$ cat src/rtl/program_counter_pkg.sv
// Shared CPU fetch constants: text-segment base, instruction size and address width.
package program_counter_pkg;

    localparam int          ADDR_W      = 32;
    localparam logic [31:0] TEXT_BASE   = 32'h0000_3000;
    localparam int          INSTR_BYTES = 4;

endpackage

$ cat src/rtl/program_counter_if.sv
// Fetch-side bus between branch resolution (master) and the program counter (slave).
interface program_counter_if
    import program_counter_pkg::*;
#(
    parameter int WIDTH = ADDR_W
);

    logic             jumpEnabled;
    logic [WIDTH-1:0] jumpInput;
    logic [WIDTH-1:0] pcValue;

    modport master (
        output jumpEnabled,
        output jumpInput,
        input  pcValue
    );

    modport slave (
        input  jumpEnabled,
        input  jumpInput,
        output pcValue
    );

endinterface

$ cat src/rtl/program_counter_next_sel.sv
// Combinational next-PC selection: reset vector, jump target, or sequential increment.
module program_counter_next_sel
    import program_counter_pkg::*;
#(
    parameter int               WIDTH        = ADDR_W,
    parameter logic [WIDTH-1:0] RESET_VECTOR = TEXT_BASE,
    parameter int               STEP         = INSTR_BYTES
) (
    input  logic             reset,
    input  logic             jump_enabled,
    input  logic [WIDTH-1:0] jump_input,
    input  logic [WIDTH-1:0] pc,
    output logic [WIDTH-1:0] next_pc
);

    localparam logic [WIDTH-1:0] STEP_W = WIDTH'(STEP);

    // Reset beats jump beats increment; the add wraps modulo 2^WIDTH.
    always_comb begin
        next_pc = pc + STEP_W;
        if (reset) begin
            next_pc = RESET_VECTOR;
        end else if (jump_enabled) begin
            next_pc = jump_input;
        end
    end

endmodule

$ cat src/rtl/program_counter.sv
// Instruction-fetch program counter: one register advancing by STEP or loading a jump target.
module program_counter
    import program_counter_pkg::*;
#(
    parameter int               WIDTH        = ADDR_W,
    parameter logic [WIDTH-1:0] RESET_VECTOR = TEXT_BASE,
    parameter int               STEP         = INSTR_BYTES
) (
    input  logic             clock,
    input  logic             reset,
    program_counter_if.slave bus
);

    logic [WIDTH-1:0] pc_p0;
    logic [WIDTH-1:0] next_pc;

    program_counter_next_sel #(
        .WIDTH        (WIDTH),
        .RESET_VECTOR (RESET_VECTOR),
        .STEP         (STEP)
    ) u_next_sel (
        .reset        (reset),
        .jump_enabled (bus.jumpEnabled),
        .jump_input   (bus.jumpInput),
        .pc           (pc_p0),
        .next_pc      (next_pc)
    );

    // Reset is folded into next_pc, so the register itself is a plain load.
    always_ff @(posedge clock) begin
        pc_p0 <= next_pc;
    end

    assign bus.pcValue = pc_p0;

`ifdef SIM
    localparam logic [WIDTH-1:0] STEP_CHK = WIDTH'(STEP);
    logic             seq_vld_p1;
    logic [WIDTH-1:0] pc_p1;

    always_ff @(posedge clock) begin
        seq_vld_p1 <= !reset && !bus.jumpEnabled;
        pc_p1      <= pc_p0;
        if (seq_vld_p1 === 1'b1) begin
            assert (pc_p0 == pc_p1 + STEP_CHK)
                else $error("pc did not advance by STEP after a sequential cycle");
        end
    end
`endif

endmodule

$ cat src/flat_wrapper.sv
// flat-port wrapper written by rule: the top's interface ports become plain ports
module program_counter_flat import program_counter_pkg::*;
#(
    parameter int               WIDTH        = ADDR_W,
    parameter logic [WIDTH-1:0] RESET_VECTOR = TEXT_BASE,
    parameter int               STEP         = INSTR_BYTES
)
  (clock, reset, bus_jumpEnabled, bus_jumpInput, bus_pcValue);
  program_counter_if #(.WIDTH(WIDTH)) bus_i ();
  input  logic clock;
  input  logic reset;
  input wire logic [$bits(bus_i.jumpEnabled)-1:0] bus_jumpEnabled;
  input wire logic [$bits(bus_i.jumpInput)-1:0] bus_jumpInput;
  output wire logic [$bits(bus_i.pcValue)-1:0] bus_pcValue;
  assign bus_i.jumpEnabled = bus_jumpEnabled;
  assign bus_i.jumpInput = bus_jumpInput;
  assign bus_pcValue = bus_i.pcValue;
  program_counter #(.WIDTH(WIDTH), .RESET_VECTOR(RESET_VECTOR), .STEP(STEP)) u_core (.clock(clock), .reset(reset), .bus(bus_i));
endmodule
$ cat config.mk
export PLATFORM = sky130hd
export DESIGN_NAME = program_counter_flat
export DESIGN_NICKNAME = d
export VERILOG_FILES = /design/src/rtl/program_counter_pkg.sv /design/src/rtl/program_counter_if.sv /design/src/rtl/program_counter_next_sel.sv /design/src/rtl/program_counter.sv /design/src/flat_wrapper.sv
export SDC_FILE = /design/constraint.sdc
export NUM_CORES = 1
export LEC_CHECK = 0
export BUFFER_PORTS_ARGS = -buffer_cell sky130_fd_sc_hd__buf_2
export CAP_MARGIN = 20
export CORE_MARGIN = 5
export CORE_UTILIZATION = 43
export CTS_BUF_LIST = sky130_fd_sc_hd__clkbuf_2 sky130_fd_sc_hd__clkbuf_4 sky130_fd_sc_hd__clkbuf_8
export CTS_CLUSTER_DIAMETER = 150
export DETAILED_ROUTE_END_ITERATION = 8
export GPL_ROUTABILITY_DRIVEN = 1
export PLACE_DENSITY = 0.72
export SLEW_MARGIN = 20
export SYNTH_ARGS = -nofsm -noshare
export SYNTH_HDL_FRONTEND = slang
export SYNTH_HIERARCHICAL = 1
export SYNTH_SLANG_ARGS = --single-unit
$ cat constraint.sdc
create_clock -name clock -period 3.4 [get_ports clock]
set_input_delay 0.51 -clock clock [delete_from_list [all_inputs] [get_ports clock]]
set_output_delay 0.51 -clock clock [all_outputs]
set_load 0.05 [all_outputs]
# Word-level counts from Yosys, hierarchy flattened
# Cells that the tools add are included.
# op_classes
add_sub_neg,1
muxes,1
# op_table
cell,count
32-bit by 3-bit adder with 32-bit output (second input constant),1
32-bit two-way mux,1
# totals
reg_bits,32
in_bits,35

# Logic depth before layout (Yosys ltp)
# Gate-level depths: netlist of the first run.
# depth
word_depth,2
depth_mapped,6
ltp_nobuf,5

# Modules after synthesis
# Netlist of the first run, hierarchy kept.
# by_module_without_submodules
mod,instances,cells_per_inst,area_per_inst_um2
program_counter_next_sel,1,182,1112.3
program_counter,1,32,640.6

# Least setup slack after synthesis of the first run
# Ideal clock, no wire load.
# synth_path
path_type,register to register
startpoint,register u_core.pc_p0[2] (netlist: u_core/bus.pcValue[2])
endpoint,register u_core.pc_p0[28] (netlist: u_core/bus.pcValue[28])
setup_time_ns,0.112
arrival_time_ns,2.464
required_ns,3.288
path_slack_ns,0.824
path_stages_with_launch,7
period_less_slack_ns,2.576
cell_sequence,dfxtp_1 > ha_1 > nand4_4 > or4_1 > buf_2 > or3_1 > a2111oi_1
# synth_via
elab_chain_len,2
# synth_rtl
item,line_no,text
start: declaration,program_counter.sv:14,logic [WIDTH-1:0] pc_p0;
start signal: assignment,program_counter.sv:31,pc_p0 <= next_pc;
32-bit by 3-bit adder with 32-bit output,program_counter_next_sel.sv:20,next_pc = pc + STEP_W;
32-bit two-way mux,program_counter_next_sel.sv:23,end else if (jump_enabled) begin
# Every way passes these cells.
# A chain may end at the register's enable or synchronous reset.

# Worst setup path after layout of the first run
# layout_path
startpoint,register u_core.pc_p0[2] (netlist: u_core/bus.pcValue[2])
endpoint,register u_core.pc_p0[30] (netlist: u_core/bus.pcValue[30])
# Same word-level chain as after synthesis.

==> reports/qor.yml, run 1 <==
cts:
  cts_buffers: 5
  cts_tree: "done"
  root_buffer: "clkbuf_8"
  clk_latency_ns: 0.29
  cts_resized: 0
  post_cts_buffers: 0
  clk_pin_slew_worst_paths_ns: 0.07
  cts.sinks: 32
  clockBufferDepth: 2
  cts_max_level: 2
  cts-hold-fix-buffers: 0
timing:
  tightest_slew_ns: 0.9396
  period_needed_ns: 2.448
  hold_viol: 0
  fmax_mhz: 408.5
  rsz0062_at_grt: "no"
  setup_viol: 0
  fin_crit_sh_pct: 72.01
  timing.final.ws_setup_ns: 0.9517
  skew_ns: 0.006190
  setup_tns_ns: 0
  relSlewSlack_pct: 37.29
  final_max_slew_viol_count: 0
  worst_hold_slack_ns: 0.4595
logic_synthesis:
  yosys_warnings: 6
  seq_area_frac_synth_pct: 36.55
  synth_xor_area_share_pct: 5.496
  syn-num-nets: 250
  synth_most_common_cell: "dfxtp_1"
  synth.avg_cell_area_um2: 8.191
  netlist_top_cells_count: "32 x dfxtp_1, 24 x nor2_1, 15 x inv_1"
  synth_cell_type_count: 44
  ys_ff_latch: 32
  synthArstFlopShare_pct: 0
  synthFlopType: "dfxtp_1"
  synth-compound-area-share_pct: 22.06
  synth.top_cells.by_area: "dfxtp_1 37%, nor2_1 5.1%, xnor2_1 4.0%, a311oi_1 3.5%, inv_1 3.2%"
  synth_edf_count: 0
  synth_top_family_by_area: "simple AND/OR/NAND/NOR gates"
  synthCells: 214
  synth_simple_gate_area_share_pct: 27.84
  synth_area_um2: 1753
  synthMuxAreaShare_pct: 1.713
  yosysTopAreaCellShare_pct: 36.55
  synth_top_area_cell: "dfxtp_1"
  synthAdderAreaFrac_pct: 0.7138
worst_hold_path:
  holdCritPathClass: "primary input to flop"
setup_path:
  crit_type: "flop to flop"
  slowest_delay_ns: 0.69
  cpMaxStageDelayCell: "or4_1"
  crit_path_end_kind: "flop"
  path_buf_inv: 0
  worstPathArrival_ns: 2.61
  cp.required_ns: 3.57
  path_max_fanout: 9
  cp-start-kind: "flop"
  cpLargestDelayFamily: "simple AND/OR/NAND/NOR gates"
  cp_cell_sequence: "ha_1 -> nand4_4 -> or4_1 -> or3_1 -> a2111oi_1"
routing:
  drtAntennaViolNets: 0
  vias: 1817
  drcViolationCount: 0
  wirelength_um: 4739
  first_iter_violations: 131
  drt_first_pass_iters: 4
  vias_per_cell: 5.540
  wire_per_inst_um: 14.45
power:
  p_per_area_nw_per_um2: 470.2
  peakVddDrop_mv: 0.2712
  power_uw: 1052
  p_leak_uw: 0.0009404
floorplanning:
  die_area_um2: 5454
  start_util_pct: 44.14
  rows: 23
  coreArea_um2: 3971
  dieHeight_um: 73.85
  io_pins: 67
  die_w_um: 73.85
run:
  maxCapViolCount: 0
global_route:
  grt_overflow_total: 0
  grt_max_degree: 33
  grt_pass1_wl_um: 7514
  track_usage_pct: 17.64
  grt_pass1_vias: 1659
  antenna_found_initial: 0
cells_and_area:
  area_growth_pct: 27.62
  finalNetCount: 313
  nFillCells: 398
  n_antenna_cell: 0
  drive_gt1_share_pct: 29.14
  largest_reg_flops: 32
placement:
  numPortBuffers: 66
  place_congestion: 0.8366
  dp_hpwl_um: 3351
  post-place-ws_ns: 0.9777
status:
  status: "completed"
path summary, 6_finish.rpt:
kind              slack (ns)             startpoint  cells after the start                      to
setup / recovery        0.95  u_core/bus.pcValue[2]                      5  u_core/bus.pcValue[30]
hold / removal          0.46       bus_jumpInput[3]                      3   u_core/bus.pcValue[3]
hold reg to reg         0.51  u_core/bus.pcValue[0]                      2   u_core/bus.pcValue[0]
setup reg to reg        0.95  u_core/bus.pcValue[2]                      5  u_core/bus.pcValue[30]
cell usage in the layout (no fill, tap or decap), types with 2 or more instances in the layout:
master      n
buf_2      66
dfxtp_1    32
nor2_1     24
inv_1      15
nand2_1    14
a21oi_1    11
nand4_1     8
nor4_1      8
xnor2_1     8
clkbuf_8    7
a311oi_1    7
nand3_1     6
nor3_1      6
a211oi_1    6
or3_1       5
o21ai_0     5
and4_1      4
a2111oi_0   4
nor2b_1     3
o211ai_1    3
a221oi_1    3
o21bai_1    3
xor2_1      3
mux2i_1     3
and3_1      2
a2111oi_1   2
o31a_1      2
report_power, final:
| part | leakage (uW) | switching [uW] | internal [uW] |
|---|---|---|---|
| combinational | 0.000610 | 148 | 63.0 |
| sequential | 0.000266 | 33.6 | 401 |
| clock | 0.0000645 | 148 | 259 |
| total | 0.000940 | 329 | 723 |
routing by layer:
| layer | part of all wire [%] | vias to the layer above | global-route usage (%) |
|---|---|---|---|
| met5 | 0 | - | 0 |
| met4 | 0.72 | 0 | 4.427 |
| met3 | 8.6 | 4 | 6.019 |
| met2 | 46 | 63 | 28.05 |
| met1 | 45 | 820 | 22.82 |
| li1 | - | 930 | - |
kinds of logic after synthesis:
| logic type | count (synthesis) |
|---|---|
| buffers and inverters | 26 |
| XOR/XNOR | 11 |
| adder cells (fa/ha/maj) | 1 |
| AND/OR/NAND/NOR | 89 |
| AO/OA/AOI/OAI | 52 |
| multiplexers | 3 |
| flip-flops | 32 |
worst min-delay path: cells and delay by family:
family	cells	cell delay [ns]
buf+inv	1	0.07
simple gates	1	0.07
mux	1	0.05
metrics by stage:
stage          utilization, %  cells  cell area (um2)
5_1_grt                 56.33    328             2237
3_5_place_dp            53.15    320             2111
2_1_floorplan               -    214             1753
3_3_place_gp            53.15    320             2111
4_1_cts                 56.33    328             2237
6_report                56.33    328             2237
final cells by class:
class                      instances  area (um2)  area share (%)
clock inverter                     1       30.03           1.342
inverter                          15       56.30           2.517
multi-input combinational        156        1013           45.30
timing repair buffer              67       337.8           15.10
sequential                        32       640.6           28.64
tap                               50       62.56           2.796
clock buffer                       7       96.34           4.306
Note: power is estimated with default switching activity, not from simulation.
==> run 2, diff against run 1 <==
--- a/config.mk
+++ b/config.mk
@@ -13,7 +13,7 @@
 export CTS_CLUSTER_DIAMETER = 150
 export DETAILED_ROUTE_END_ITERATION = 8
 export GPL_ROUTABILITY_DRIVEN = 1
-export PLACE_DENSITY = 0.72
+export PLACE_DENSITY = 0.74
 export SLEW_MARGIN = 20
 export SYNTH_ARGS = -nofsm -noshare
 export SYNTH_HDL_FRONTEND = slang
==> constraint.sdc (replaced) <==
create_clock -name clock -period 2.25 [get_ports clock]
set_input_delay 0.3375 -clock clock [delete_from_list [all_inputs] [get_ports clock]]
set_output_delay 0.3375 -clock clock [all_outputs]
set_load 0.05 [all_outputs]
==> run 2 against run 1 <==
Net effect: utilization grew 1.2 points; largest cell class unchanged; clock power up 13%; critical path depth is the same; critical endpoint unchanged; register-to-register slack got worse by 0.79 ns; die area unchanged; final area is 2.2% higher; largest power group unchanged.
==> reports/qor.yml, run 2 (same netlist as run 1, synthesis figures left out) <==
power:
  p_sw_share_pct: 33.94
  peakVddDrop_mv: 0.3648
  p_leak_uw: 0.0009636
  p_sw_uw: 488.7
  p_per_area_nw_per_um2: 629.7
  clockPowerShare_pct: 31.8
  seq_power_share_pct: 45.8
  combPwrFrac_pct: 22.4
  p_int_uw: 950.9
global_route:
  grt_pass1_wl_um: 7659
  grt_pass1_vias: 1764
  grt_overflow_total: 0
  track_usage_pct: 18.09
  grt_max_degree: 33
  antenna_found_initial: 0
worst_hold_path:
  hold_path_depth: 3
  hold_end: "u_core/bus.pcValue[4]"
  holdCritPathClass: "primary input to flop"
  hp-start: "bus_jumpInput[4]"
routing:
  wire_per_inst_um: 14.07
  drtAntennaViolNets: 0
  drt_first_pass_iters: 4
  vias_per_cell: 5.540
  first_iter_violations: 101
  vias: 1856
  drcViolationCount: 0
  wirelength_um: 4714
setup_path:
  crit_type: "flop to flop"
  cp-start-kind: "flop"
  r2r_slack_ns: 0.16
  reg2reg_depth: 5
  setup.worst_path.start: "u_core/bus.pcValue[2]"
  r2r-start: "u_core/bus.pcValue[2]"
  path_buf_inv: 0
  crit_path_end_kind: "flop"
  worstPathArrival_ns: 2.26
  path_max_fanout: 9
  cp_cell_sequence: "ha_2 -> nand4_4 -> or4_4 -> or3_1 -> a2111oi_1"
  worstReg2RegEnd: "u_core/bus.pcValue[30]"
  cp.required_ns: 2.42
  slowest_delay_ns: 0.58
  cpLargestDelayFamily: "simple AND/OR/NAND/NOR gates"
  cpMaxStageDelayCell: "or4_4"
cells_and_area:
  drive_gt1_share_pct: 35.79
  design_area_um2: 2286
  final_cell_mix: "66 x buf_2, 24 x nor2_1, 21 x dfxtp_1, 15 x inv_1, 14 x nand2_1"
  mostFrequentLayoutCell: "buf_2"
  largest_reg_flops: 32
  final_core_util_pct: 57.56
  finalNetCount: 320
  n_antenna_cell: 0
  area_growth_pct: 30.41
timing:
  setup_tns_ns: 0
  final_max_slew_viol_count: 0
  period_needed_ns: 2.090
  hold_viol: 0
  tightest_slew_ns: 0.6008
  worst_hold_slack_ns: 0.2960
  fin_crit_sh_pct: 92.88
  timing.final.ws_setup_ns: 0.1602
  rsz0062_at_grt: "no"
  fmax_mhz: 478.5
  skew_ns: 0.003649
  setup_viol: 0
  relSlewSlack_pct: 59.90
placement:
  post_dp_cell_area_um2: 2185
  dp_hpwl_um: 3489
  place_congestion: 0.7589
  post-place-ws_ns: 0.05125
  numPortBuffers: 66
cts:
  root_buffer: "clkbuf_8"
  post_cts_buffers: 0
  cts_tree: "done"
  cts.sinks: 32
  cts_buffers: 5
  cts_max_level: 2
  clk_latency_ns: 0.28
  clk_pin_slew_worst_paths_ns: 0.06
  clockBufferDepth: 2
status:
  status: "completed"
floorplanning:
  dieHeight_um: 73.85
  coreArea_um2: 3971
  die_w_um: 73.85
  rows: 23
  start_util_pct: 44.14
  die_area_um2: 5454
  io_pins: 67
run:
  maxCapViolCount: 0
## run 2: cell count changes in the layout (fill, tap and decap cells not counted), sizes merged
cell    before  now
bufinv       1    0
buf         67   74
clkbuf       7    6
clkinv       0    2
## run 2: worst max-delay path by stage
stage | end | depth (start not counted)
global placement | u_core/bus.pcValue[28] | 5
global route | u_core/bus.pcValue[28] | 5
detailed placement | u_core/bus.pcValue[30] | 5
finish | u_core/bus.pcValue[30] | 5
floorplan | u_core/bus.pcValue[28] | 5
CTS | u_core/bus.pcValue[30] | 5
## run 2: through the flow
stage          cells  total power [uW]
2_1_floorplan    214             895.9
3_5_place_dp     327             994.2
4_1_cts          335              1457
5_1_grt          335              1512
3_3_place_gp     327             989.1
6_report         335              1440
## run 2: timing repair
item	in CTS	in global routing
hold buffers	0	0
setup endpoints to repair	0	2
resized for setup	0	2
## run 2: metal layers
metal | up-vias | track usage [%] | routed length [um]
li1 | 937 | - | -
met1 | 854 | 21.58 | 2073
met2 | 59 | 29.92 | 2183
met3 | 6 | 6.019 | 397
met4 | 0 | 6.841 | 59
met5 | - | 0 | 0
## run 2: final cells by class
class                   count  area [um2]
clock buffers               6       82.58
repair buffers             74       390.4
well taps                  50       62.56
clock inverters             2       10.01
inverters                  15       56.30
fillers                   394        1685
multi-input cells         156        1025
flip-flops and latches     32       659.4
## run 2: tightest hold or removal path, stage by stage
cell and delay, ns:
buf_2 0.09, nand2_1 0.05, a21oi_1 0.05
## run 2: power groups by stage
| stage | clock (uW) | sequential, uW | combinational [uW] |
|---|---|---|---|
| after detailed placement | 0 | 671 | 323 |
| final | 458 | 659 | 323 |
| after global placement | 0 | 669 | 321 |
| after floorplan | 0 | 800 | 95.9 |
| after global routing | 497 | 668 | 346 |
| after CTS | 475 | 659 | 324 |
==> run 3, diff against run 2 <==
==> constraint.sdc (replaced) <==
create_clock -name clock -period 2.25 [get_ports clock]
set_input_delay 0.45 -clock clock [delete_from_list [all_inputs] [get_ports clock]]
set_output_delay 0.45 -clock clock [all_outputs]
set_load 0.05 [all_outputs]
==> run 3 against run 2 <==
Net effect: hold slack better by 0.11 ns; clock skew is 0.0032 ns higher; sequential cell count stayed put; total power is 1.7% higher; critical path type unchanged; final cell count is 0.60% higher; non-clock buffer count is 2 higher; setup slack worse by 0.019 ns; final area is 0.66% higher; clock power is 4.8% higher.
==> reports/qor.yml, run 3 (same netlist as run 1, synthesis figures left out) <==
status:
  status: "completed"
cells_and_area:
  final_cell_mix: "66 x buf_2, 24 x nor2_1, 21 x dfxtp_1, 15 x inv_1, 14 x nand2_1"
  largest_reg_flops: 32
  finalNetCount: 322
  mostFrequentLayoutCell: "buf_2"
  final_core_util_pct: 57.94
  drive_gt1_share_pct: 35.89
  n_antenna_cell: 0
  area_growth_pct: 31.26
setup_path:
  crit_type: "flop to flop"
  slowest_delay_ns: 0.59
  cpMaxStageDelayCell: "or4_4"
  path_max_fanout: 9
  cp-start-kind: "flop"
  worstPathArrival_ns: 2.28
  cpLargestDelayFamily: "simple AND/OR/NAND/NOR gates"
  path_buf_inv: 0
  cp.required_ns: 2.42
  crit_path_end_kind: "flop"
  cp_cell_sequence: "ha_2 -> nand4_4 -> or4_4 -> or3_1 -> a2111oi_1"
routing:
  wire_per_inst_um: 14.18
  vias_per_cell: 5.374
  vias: 1811
  drt_first_pass_iters: 4
  drtAntennaViolNets: 0
  first_iter_violations: 122
  drcViolationCount: 0
  wirelength_um: 4777
floorplanning:
  die_area_um2: 5454
  start_util_pct: 44.14
  dieHeight_um: 73.85
  coreArea_um2: 3971
  io_pins: 67
  die_w_um: 73.85
  rows: 23
global_route:
  grt_pass1_vias: 1773
  grt_pass1_wl_um: 7783
  track_usage_pct: 18.06
  grt_overflow_total: 0
  antenna_found_initial: 0
  grt_max_degree: 28
cts:
  root_buffer: "clkbuf_8"
  clockBufferDepth: 2
  clk_latency_ns: 0.28
  cts_max_level: 2
  cts.sinks: 32
  clk_pin_slew_worst_paths_ns: 0.07
  cts_buffers: 5
  cts_tree: "done"
  cts-hold-fix-buffers: 0
placement:
  numPortBuffers: 66
  place_congestion: 0.8027
  dp_hpwl_um: 3544
timing:
  fmax_mhz: 474.2
  rsz0062_at_grt: "no"
  setup_tns_ns: 0
  fin_crit_sh_pct: 93.73
  hold_viol: 0
  skew_ns: 0.006873
  period_needed_ns: 2.109
  tightest_slew_ns: 0.3481
  setup_viol: 0
  relSlewSlack_pct: 76.19
  final_max_slew_viol_count: 0
power:
  p_per_area_nw_per_um2: 636.4
  p_leak_uw: 0.0009735
  peakVddDrop_mv: 0.5494
worst_hold_path:
  holdCritPathClass: "primary input to flop"
run:
  maxCapViolCount: 0
==> run 3: metal layers <==
metal | part of all wire (%) | track usage (%) | up-vias | wire, um
li1 | - | - | 946 | -
met1 | 48 | 23.40 | 811 | 2278
met2 | 44 | 28.64 | 52 | 2094
met3 | 8.0 | 6.430 | 2 | 384
met4 | 0.40 | 4.225 | 0 | 19
met5 | 0 | 0 | - | 0
==> run 3: tightest hold or removal path, cell delays in order <==
cell and delay, ns:
buf_2 0.08, mux2i_1 0.05, nor2_1 0.07
==> run 3: worst paths after layout <==
check | start | slack [ns] | depth (start not counted) | to
worst max-delay path | u_core/bus.pcValue[2] | 0.14 | 5 | u_core/bus.pcValue[28]
worst min-delay path | bus_jumpInput[3] | 0.40 | 3 | u_core/bus.pcValue[3]
worst max register to register | u_core/bus.pcValue[2] | 0.14 | 5 | u_core/bus.pcValue[28]
worst min register to register | u_core/bus.pcValue[1] | 0.50 | 2 | u_core/bus.pcValue[1]
==> run 3: final cells by class <==
type | instances | area [um2]
tap | 50 | 62.56
sequential | 32 | 659.4
clock buffer | 8 | 97.59
multi-input combinational | 156 | 1020
inverter | 15 | 56.30
fill | 377 | 1670
timing repair buffer | 76 | 405.4
==> run 3: through the flow <==
stage	hold WS (ns)	instance area [um2]	total power, uW	worst slack (ns)	std cells
finish	0.4049	2301	1464	0.1410	337
global route	0.4094	2301	1531	0.02177	337
CTS	0.3976	2301	1480	0.1177	337
detailed placement	0.4803	2200	996.2	0.002574	329
global placement	0.4685	2200	992.0	0.08622	329
floorplan	0.5871	1774	895.9	0.007073	214
==> run 3: timing repair <==
action | 4_1_cts | 5_1_grt
endpoints found under the setup margin | 1 | 0
setup buffers | 0 | 0
resized for setup | 1 | 0
==> run 3: report_power, final <==
| part | switching, uW | total [uW] | internal (uW) |
|---|---|---|---|
| Sequential | 50.8 | 659 | 609 |
| Clock | 207 | 480 | 273 |
| Combinational | 224 | 324 | 100 |
| Total | 482 | 1460 | 982 |
